--- config.mk ---
export PLATFORM = sky130hd
export DESIGN_NAME = neuron_mac_seq
export DESIGN_NICKNAME = d
export VERILOG_FILES = /design/src/rtl/nn_pkg.sv /design/src/rtl/mac_unit.sv /design/src/rtl/neuron_mac_seq.sv
export SDC_FILE = /design/constraint.sdc
export NUM_CORES = 1
export LEC_CHECK = 0
export ABC_AREA = 1
export CAP_MARGIN = 15
export CELL_PAD_IN_SITES_DETAIL_PLACEMENT = 1
export CELL_PAD_IN_SITES_GLOBAL_PLACEMENT = 1
export CORE_MARGIN = 2
export CORE_UTILIZATION = 46
export CTS_CLUSTER_DIAMETER = 60
export CTS_CLUSTER_SIZE = 20
export DETAILED_ROUTE_END_ITERATION = 8
export HOLD_SLACK_MARGIN = 0.02
export PLACE_DENSITY_LB_ADDON = 0.1
export RECOVER_POWER = 50
export SYNTH_ARGS = -nofsm -noshare
export SYNTH_HDL_FRONTEND = slang
export SYNTH_SLANG_ARGS = --single-unit
export TNS_END_PERCENT = 100
--- constraint.sdc ---
create_clock -name clk_i -period 16.3 [get_ports clk_i]
set_input_delay 4.89 -clock clk_i [delete_from_list [all_inputs] [get_ports clk_i]]
set_output_delay 4.89 -clock clk_i [all_outputs]
set_load 0.03 [all_outputs]
--- src/rtl/nn_pkg.sv ---
// Shared types, default widths and saturation helper for the neuron MAC datapath.
package nn_pkg;

    typedef enum logic [1:0] {
        IDLE = 2'd0,
        MAC  = 2'd1,
        DONE = 2'd2
    } state_e;

    localparam int X_W_DEF   = 10;
    localparam int W_W_DEF   = 8;
    localparam int OUT_W_DEF = 21;

    // Clamp a signed value to the range of a signed word of the given width.
    function automatic logic signed [63:0] sat_signed(input logic signed [63:0] value,
                                                      input int unsigned      width);
        logic signed [63:0] hi;
        logic signed [63:0] lo;
        hi = (64'sd1 <<< (width - 1)) - 64'sd1;
        lo = -hi - 64'sd1;
        if (value > hi)
            sat_signed = hi;
        else if (value < lo)
            sat_signed = lo;
        else
            sat_signed = value;
    endfunction

endpackage

--- src/rtl/mac_unit.sv ---
// Single shared multiplier and accumulator: unsigned activation times signed weight,
// accumulated on en_i, loaded with the sign-extended bias on load_i.
module mac_unit
    import nn_pkg::*;
#(
    parameter int X_W   = X_W_DEF,
    parameter int W_W   = W_W_DEF,
    parameter int OUT_W = OUT_W_DEF,
    parameter int ACC_W = OUT_W_DEF + 1
) (
    input  logic             clk_i,
    input  logic             rst_i,
    input  logic             clear_i,
    input  logic             load_i,
    input  logic             en_i,
    input  logic [X_W-1:0]   x_i,
    input  logic [W_W-1:0]   w_i,
    input  logic [OUT_W-1:0] bias_i,
    output logic [ACC_W-1:0] acc_o
);

    localparam int P_W = X_W + W_W + 1;

    logic signed [P_W-1:0]   x_ext;
    logic signed [P_W-1:0]   w_ext;
    logic signed [P_W-1:0]   prod;
    logic signed [ACC_W-1:0] acc_q;
    logic signed [ACC_W-1:0] acc_d;

    // Activation is zero-extended, weight sign-extended, so the product is exact in P_W bits.
    assign x_ext = {{(W_W + 1){1'b0}}, x_i};
    assign w_ext = {{(X_W + 1){w_i[W_W-1]}}, w_i};
    assign prod  = x_ext * w_ext;

    always_comb begin
        acc_d = acc_q;
        if (clear_i)
            acc_d = '0;
        else if (load_i)
            acc_d = {{(ACC_W - OUT_W){bias_i[OUT_W-1]}}, bias_i};
        else if (en_i)
            acc_d = acc_q + {{(ACC_W - P_W){prod[P_W-1]}}, prod};
    end

    always_ff @(posedge clk_i or negedge rst_i) begin
        if (!rst_i)
            acc_q <= '0;
        else
            acc_q <= acc_d;
    end

    assign acc_o = acc_q;

endmodule

--- src/rtl/neuron_mac_seq.sv ---
// Sequential weighted-sum neuron: one product per cycle, saturated result held under valid/ready.
// Optional build macro NEURON_MAC_RELU_EN clamps negative results to zero after saturation.
module neuron_mac_seq
    import nn_pkg::*;
#(
    parameter int N_INPUTS = 2,
    parameter int X_W      = X_W_DEF,
    parameter int W_W      = W_W_DEF,
    parameter int OUT_W    = OUT_W_DEF
) (
    input  logic                    clk_i,
    input  logic                    rst_i,
    input  logic                    start_i,
    input  logic [N_INPUTS*X_W-1:0] x_i,
    input  logic [N_INPUTS*W_W-1:0] w_i,
    input  logic [OUT_W-1:0]        bias_i,
    output logic                    busy_o,
    output logic                    valid_o,
    input  logic                    ready_i,
    output logic [OUT_W-1:0]        sum_o,
    output logic                    sat_o
);

    localparam int P_W   = X_W + W_W + 1;
    localparam int SUM_W = P_W + $clog2(N_INPUTS) + 1;
    // One extra bit beyond both the product sum and the bias keeps bias + sum from wrapping.
    localparam int ACC_W = ((SUM_W > OUT_W) ? SUM_W : OUT_W) + 1;
    localparam int IDX_W = (N_INPUTS > 1) ? $clog2(N_INPUTS) : 1;
    localparam logic [IDX_W-1:0] LAST_IDX = IDX_W'(N_INPUTS - 1);

    state_e                  state_q, state_d;
    logic [IDX_W-1:0]        idx_q, idx_d;
    logic [N_INPUTS*X_W-1:0] x_q, x_d;
    logic [N_INPUTS*W_W-1:0] w_q, w_d;
    logic                    valid_q, valid_d;
    logic [OUT_W-1:0]        sum_q, sum_d;
    logic                    sat_q, sat_d;
    logic                    load, en, clear;
    logic [ACC_W-1:0]        acc;
    logic signed [63:0]      acc_ext;
    logic signed [63:0]      acc_sat;
    logic [OUT_W-1:0]        result;
    logic                    sat_flag;

    mac_unit #(
        .X_W  (X_W),
        .W_W  (W_W),
        .OUT_W(OUT_W),
        .ACC_W(ACC_W)
    ) u_mac (
        .clk_i  (clk_i),
        .rst_i  (rst_i),
        .clear_i(clear),
        .load_i (load),
        .en_i   (en),
        .x_i    (x_q[idx_q*X_W +: X_W]),
        .w_i    (w_q[idx_q*W_W +: W_W]),
        .bias_i (bias_i),
        .acc_o  (acc)
    );

    assign acc_ext  = {{(64 - ACC_W){acc[ACC_W-1]}}, acc};
    assign acc_sat  = sat_signed(acc_ext, OUT_W);
    assign sat_flag = (acc_sat != acc_ext);

`ifdef NEURON_MAC_RELU_EN
    assign result = acc_sat[63] ? '0 : acc_sat[OUT_W-1:0];
`else
    assign result = acc_sat[OUT_W-1:0];
`endif

    always_comb begin
        state_d = state_q;
        idx_d   = idx_q;
        x_d     = x_q;
        w_d     = w_q;
        valid_d = valid_q;
        sum_d   = sum_q;
        sat_d   = sat_q;
        load    = 1'b0;
        en      = 1'b0;
        clear   = 1'b0;
        unique case (state_q)
            IDLE: begin
                if (start_i) begin
                    x_d     = x_i;
                    w_d     = w_i;
                    load    = 1'b1;
                    idx_d   = '0;
                    state_d = MAC;
                end
            end
            MAC: begin
                en    = 1'b1;
                idx_d = idx_q + 1'b1;
                if (idx_q == LAST_IDX)
                    state_d = DONE;
            end
            DONE: begin
                // First DONE cycle registers the result; afterwards wait for the consumer.
                if (!valid_q) begin
                    valid_d = 1'b1;
                    sum_d   = result;
                    sat_d   = sat_flag;
                end else if (ready_i) begin
                    valid_d = 1'b0;
                    clear   = 1'b1;
                    state_d = IDLE;
                end
            end
            default: state_d = IDLE;
        endcase
    end

    always_ff @(posedge clk_i or negedge rst_i) begin
        if (!rst_i) begin
            state_q <= IDLE;
            idx_q   <= '0;
            x_q     <= '0;
            w_q     <= '0;
            valid_q <= 1'b0;
            sum_q   <= '0;
            sat_q   <= 1'b0;
        end else begin
            state_q <= state_d;
            idx_q   <= idx_d;
            x_q     <= x_d;
            w_q     <= w_d;
            valid_q <= valid_d;
            sum_q   <= sum_d;
            sat_q   <= sat_d;
        end
    end

    assign busy_o  = (state_q != IDLE);
    assign valid_o = valid_q;
    assign sum_o   = sum_q;
    assign sat_o   = sat_q;

endmodule

==> impl_results.md, run 1 <==
- # DRC: 0
- Clock Sinks: 84
- Mapped Area: 7645 µm²
- Sequential fraction of the synthesis area: 27.50%
- IO Pins: 85
- Worst path max stage delay: 2.81 ns
- Avg Inst Size Synth: 7.652 µm²
- Area Growth Syn to Fin: 18.43%
- Slew HR: -162.4%
- Place WS: 8.830 ns
- Post-synth top area share: 27.50%
- Post-layout nets: 1264
- Post-synth EDFFs: 0
- Htree depth: 3
- Max Cap Violations: 2
- Compound-cell area share of the yosys netlist: 13.42%
- Dominant synthesized flop cell: dfrtp_1
- # Post-CTS Setup Buffers: 0
- RSZ-0062 raised after global routing: false
- Rows: 47
- Die H: 132.9 µm
- Area contributors post-synth: dfrtp_1 (27%), fa_1 (13%), nand2_1 (12%)
- Via count: 6829
- N_diodes: 0
- CTS tree: built
- Worst setup EP type: async pin
- Clk slew on worst S/H paths: 0.06 ns
- CP cell instances: clkbuf_1, clkbuf_1
- Status: complete, but fails checks
- Distinct cell type count after synthesis: 43
- Adder-Cell Fraction of Synth Area: 24.55%
- Critical path origin: rst_i
- Critical path startpoint category: primary input
- # fillers: 2067
- Setup crit end: x_q[14]
- Clock skew: 0.009543 ns
- CP max-delay cell: clkbuf_1
- Routability Congestion: 0.9094
- Critical Path Fanout Max: 73
- Xor/xnor share of the synthesized area: 2.406%
- CP top delay family: buffers and inverters
- Vias per inst: 5.221
- IO Port Bufs: 84
- Fin crit share: 53.79%
- Clock root cell: clkbuf_16
- Worst path depth: 2
- Buffers and inverters on the worst path: 2
- R2R setup slack: 8.76 ns
- R2R cell count: 31
- Post-synthesis mux area share: 0.3928%
- GRT Total Usage: 26.36%
- Final setup violation count: 0
- Initial Util: 46.59%
- Iter 0 DRT Violations: 319
- HPWL after detailed placement: 17840 µm
- Flops & latches, synth: 84
- Commonest non-fill, non-tap cell in the layout: nand2_1
- Non-Filler Instances: 1308
- Share of layout cells above drive strength 1: 6.158%
- Drt first pass iters: 4
- Synth Warn #: 0
- Async set or reset register ratio after synthesis: 100.0%
- Die W: 132.9 µm
- Reg-to-Reg Start: idx_q
- Fmax: 114.1 MHz
- Syn Nets: 1180
- Clock Latency Late Sink: 0.35 ns
- RR Endpoint: u_mac.acc_o[21]
- Antenna violations before repair: 1
- Vias in the first global route: 7451
- Clock buffer count from CTS: 9
- Most common cell on crit path: clkbuf_1
- WP data required: 15.85 ns
- Clock buffer depth: 2
- Pin count of the biggest net entering global routing: 74
- Failing checks: capacitance limit, slew limit
- Antenna Nets Post-Route: 0
- Most frequent cells in the layout: nand2_1 (250), inv_1 (167), nor2_1 (93), dfrtp_1 (84), clkdlybuf4s50_1 (81)
- Post-CTS sizing: 0
- Die ar.: 17670 µm²
- Post-layout minimum cycle time: 8.767 ns
- Final setup TNS: 0 ns
- Worst slew pin tran: 3.935 ns
- Arrival @ worst endpoint: 8.31 ns
- Simple-gate share of the synthesized area: 21.93%
- Count of pins over their slew limit: 117
- WL final: 22080 µm
- Core area: 16410 µm²
- Syn Inst Count: 999
- GRT overflow: 0
- Worst min path class: flip-flop to flip-flop
- Wire per inst: 16.88 µm
- Fin. Hold Viols: 0
- Hold buffers post-CTS: 0
- Final setup margin: 7.533 ns
- First-pass GRT wire length: 36950 µm
- WS Path Type: primary input to async pin
- Largest family of logic cells by synthesized area: adder cells
- Cell taking the most area after synthesis: dfrtp_1
- Placed insts: 1292
## kinds of logic (layout without fill, tap and decap cells)
kind of cell	count (synthesis)	in the layout
simple gates	407	407
compound gates	169	169
buf+inv	195	284
fa+ha+maj	120	120
mux	3	3
xor+xnor	21	21
flops	84	84
## metrics by stage
| stage | hold slack [ns] | util, % | cell area (µm²) |
|---|---|---|---|
| final | 0.4697 | 55.18 | 9054 |
| after detailed placement | 0.4539 | 53.43 | 8766 |
| after floorplan | 0.4345 | - | 7645 |
| after global placement | 0.4508 | 53.43 | 8766 |
| after global routing | 0.4944 | 55.18 | 9054 |
| after CTS | 0.4724 | 55.27 | 9067 |
## worst min-delay path by stage
stage                        from       to  slack, ns  cells after the start
after global routing      x_q[15]  x_q[15]       0.49                      2
after floorplan           w_q[10]  w_q[10]       0.43                      2
after CTS                 x_q[11]  x_q[11]       0.47                      2
final                     w_q[15]  w_q[15]       0.47                      2
after global placement    x_q[14]  x_q[14]       0.45                      2
after detailed placement   x_q[1]   x_q[1]       0.45                      2
## state kept, by name (all words and copies together), names as in the netlist
signal,count
w_q,16
state_q,2
valid_o,1
x_q,20
sum_o,21
sat_o,1
u_mac.acc_o,22
idx_q,1
## Yosys cell counts, types with 2 or more instances
library cell	number
nand3_2	3
o21ai_1	13
a21o_1	5
a31oi_1	4
a21oi_2	2
buf_4	3
o22ai_1	10
fa_1	50
o22a_1	20
o21ai_2	3
o21bai_1	3
nand2_1	250
ha_1	70
a21oi_1	36
clkbuf_1	18
or2_2	19
nor3_1	5
o21ai_0	64
nand3b_1	2
mux2i_1	3
nor2_2	3
buf_2	4
nor2_1	94
nand3_1	22
nand4_1	6
inv_1	167
xnor2_1	10
o21a_1	2
dfrtp_1	84
xor2_1	11
## worst register-to-register path: cells and delay by family (launching register included)
kind / cells / cell delay (ns)
AND/OR/NAND/NOR: 13 / 1.61
flip-flops: 1 / 0.82
buffers and inverters: 6 / 0.86
AO/OA/AOI/OAI: 5 / 1.15
adder cells (fa/ha/maj): 6 / 2.88
XOR/XNOR: 1 / 0.16
## per-layer routing
metal,GRT usage [%],wire length [µm],vias up
met3,4.598,890,39
met2,42.26,10270,126
met5,0,12,-
met1,36.42,10390,3338
met4,8.423,511,2
li1,-,-,3324
## layout make-up
cell class | instances | area (µm²) | share of cell area [%]
Clock buffer | 9 | 225.2 | 2.488
Inverter | 169 | 634.4 | 7.007
Clock inverter | 7 | 76.32 | 0.8430
Multi-Input combinational cell | 720 | 4801 | 53.03
Sequential cell | 84 | 2102 | 23.22
Tap cell | 220 | 275.3 | 3.040
Timing Repair Buffer | 99 | 939.7 | 10.38
Power of run 1 is left out: the tool's default activity adds up to more than one toggle a clock period on the data nets, which glitch-free logic cannot reach.
==> inputs of run 2 (changes only) <==
--- a/config.mk
+++ b/config.mk
@@ -10,7 +10,7 @@
 export CELL_PAD_IN_SITES_DETAIL_PLACEMENT = 1
 export CELL_PAD_IN_SITES_GLOBAL_PLACEMENT = 1
 export CORE_MARGIN = 2
-export CORE_UTILIZATION = 46
+export CORE_UTILIZATION = 43
 export CTS_CLUSTER_DIAMETER = 60
 export CTS_CLUSTER_SIZE = 20
 export DETAILED_ROUTE_END_ITERATION = 8
==> constraint.sdc (replaced) <==
create_clock -name clk_i -period 9.1 [get_ports clk_i]
set_input_delay 2.73 -clock clk_i [delete_from_list [all_inputs] [get_ports clk_i]]
set_output_delay 2.73 -clock clk_i [all_outputs]
set_load 0.03 [all_outputs]
==> run 2 against run 1 <==
Compared with the run above: the run still ends with capacitance limit, slew limit left; critical path depth grew 31; sequential cell count unchanged; cell count about the same; sequential share of layout area increased by 0.051 points; clock skew grew 0.0038 ns; die area rose by 6.8%; routed wire length grew 1.4%; highest routed layer is now met4; hold slack improved by 0.0026 ns; count of clock-buffer cells in the layout stayed put; first-iteration DRC count is 12% lower; final area decreased by 0.22%; register-to-register slack lost 7.3 ns.
==> impl_results.md, run 2 (synthesis results as in run 1) <==
- Status: complete, but fails checks
- Failing checks: capacitance limit, slew limit
- Critical Path Fanout Max: 20 (-73%)
- Reg-to-Reg Start: idx_q
- # Post-CTS Setup Buffers: 0 (unchanged)
- # DRC: 0 (unchanged)
- RR Endpoint: u_mac.acc_o[20]
- Area Growth Syn to Fin: 18.17%
- GRT overflow: 0 (unchanged)
- Die H: 137.3 µm (+3.3%)
- Max Cap Violations: 1 (-1)
- Fin crit share: 83.97%
- Clk slew on worst S/H paths: 0.07 ns (about the same)
- R2R cell count: 33 (+6.5%)
- Clock Sinks: 84 (unchanged)
- IO Pins: 85 (unchanged)
- Worst path max stage delay: 0.82 ns (-1.99 ns)
- Fin. Hold Viols: 0 (unchanged)
- Most frequent cells in the layout: nand2_1 (250), inv_1 (167), nor2_1 (93), dfrtp_1 (84), clkdlybuf4s50_1 (81)
- WS Path Type: flip-flop to flip-flop
- Via count: 6800 (-0.42%)
- Clock buffer depth: 2 (unchanged)
- Antenna Nets Post-Route: 0 (unchanged)
- Wire per inst: 17.10 µm (+1.3%)
- Rows: 48 (+2.1%)
- WP data required: 9.33 ns (-6.52 ns)
- Core area: 17360 µm² (+5.8%)
- Worst setup EP type: flip-flop
- Buffers and inverters on the worst path: 7 (+5)
- Arrival @ worst endpoint: 7.87 ns (-0.44 ns)
- N_diodes: 0 (unchanged)
- Final setup violation count: 0 (unchanged)
- Die ar.: 18860 µm² (+6.8%)
- Commonest non-fill, non-tap cell in the layout: nand2_1
- Pin count of the biggest net entering global routing: 75 (+1.4%)
- Clock Latency Late Sink: 0.35 ns (about the same)
- Most common cell on crit path: nand2_1
- Drt first pass iters: 4 (unchanged)
- Antenna violations before repair: 1 (unchanged)
- Clock buffer count from CTS: 9 (unchanged)
- First-pass GRT wire length: 36390 µm (-1.5%)
- CP top delay family: adder cells
- Worst min path class: flip-flop to flip-flop
- Worst slew pin tran: 4.036 ns (+0.1004 ns)
- Htree depth: 3 (unchanged)
- Vias in the first global route: 7084 (-4.9%)
- HPWL after detailed placement: 18050 µm (+1.2%)
- R2R setup slack: 1.46 ns (-7.30 ns)
- Routability Congestion: 0.9098 (about the same)
- IO Port Bufs: 84 (unchanged)
- CTS tree: built
- Slew HR: -169.0% (-6.7 points)
- Post-CTS sizing: 0 (unchanged)
- Die W: 137.3 µm (+3.3%)
- Setup crit end: u_mac.acc_o[20]
- Clock root cell: clkbuf_16
- Critical path origin: idx_q
- Post-layout minimum cycle time: 7.642 ns
- Hold Path Cell Cnt: 2 (unchanged)
- Vias per inst: 5.195 (-0.50%)
- Iter 0 DRT Violations: 282 (-12%)
- Post-layout nets: 1260 (-0.32%)
- WL final: 22390 µm (+1.4%)
- Share of layout cells above drive strength 1: 5.812% (-0.35 points)
- Max reg flops: 22 (unchanged)
- Fmax: 130.9 MHz
- RSZ-0062 raised after global routing: false
- Initial Util: 44.05% (-2.5 points)
- Count of pins over their slew limit: 75 (-36%)
- CP max-delay cell: dfrtp_1
- GRT Total Usage: 24.89% (-1.5 points)
- Critical path startpoint category: flip-flop
- Worst path depth: 33 (+31)
- Final setup TNS: 0 ns (unchanged)
- Hold buffers post-CTS: 0 (unchanged)
- Clock skew: 0.01337 ns (+0.003826 ns)
-- run 2: stage by stage --
step	worst slack [ns]	hold WS (ns)	instance area (µm²)	util (%)	std cells
floorplan	3.291	0.4345	7645	-	999
global placement	1.752	0.4499	8735	50.32	1292
detailed placement	1.594	0.4533	8735	50.32	1292
CTS	1.482	0.4714	9040	52.08	1308
global route	0.9000	0.4857	9034	52.05	1309
finish	1.458	0.4724	9034	52.05	1309
-- run 2: layout make-up --
cell class              count  area [µm²]
fillers                  2179        8323
multi-input cells         720        4801
flip-flops and latches     84        2102
repair buffers             95       909.6
inverters                 169       634.4
well taps                 225       281.5
clock buffers               9       225.2
clock inverters             7       80.08
-- run 2: worst register-to-register path, delay by kind of cell (launching register included) --
family                   cells  cell delay, ns
buffers and inverters        7            0.96
AND/OR/NAND/NOR             14            1.73
AO/OA/AOI/OAI                5            0.99
adder cells (fa/ha/maj)      6            2.86
flip-flops                   1            0.82
XOR/XNOR                     1            0.15
-- run 2: metal layers --
| layer | global-route usage [%] | part of all wire, % |
|---|---|---|
| met5 | 0 | 0 |
| met1 | 37.06 | 49 |
| met2 | 37.92 | 45 |
| met4 | 6.472 | 1.8 |
| met3 | 3.385 | 4.1 |
-- run 2: how the worst min path moves through the flow --
| stage | start | to |
|---|---|---|
| 6_report | x_q[13] | x_q[13] |
| 5_1_grt | x_q[1] | x_q[1] |
| 4_1_cts | x_q[13] | x_q[13] |
| 3_5_place_dp | x_q[3] | x_q[3] |
| 3_3_place_gp | x_q[1] | x_q[1] |
| 2_1_floorplan | w_q[10] | w_q[10] |
Power of run 2 is left out for the same reason.
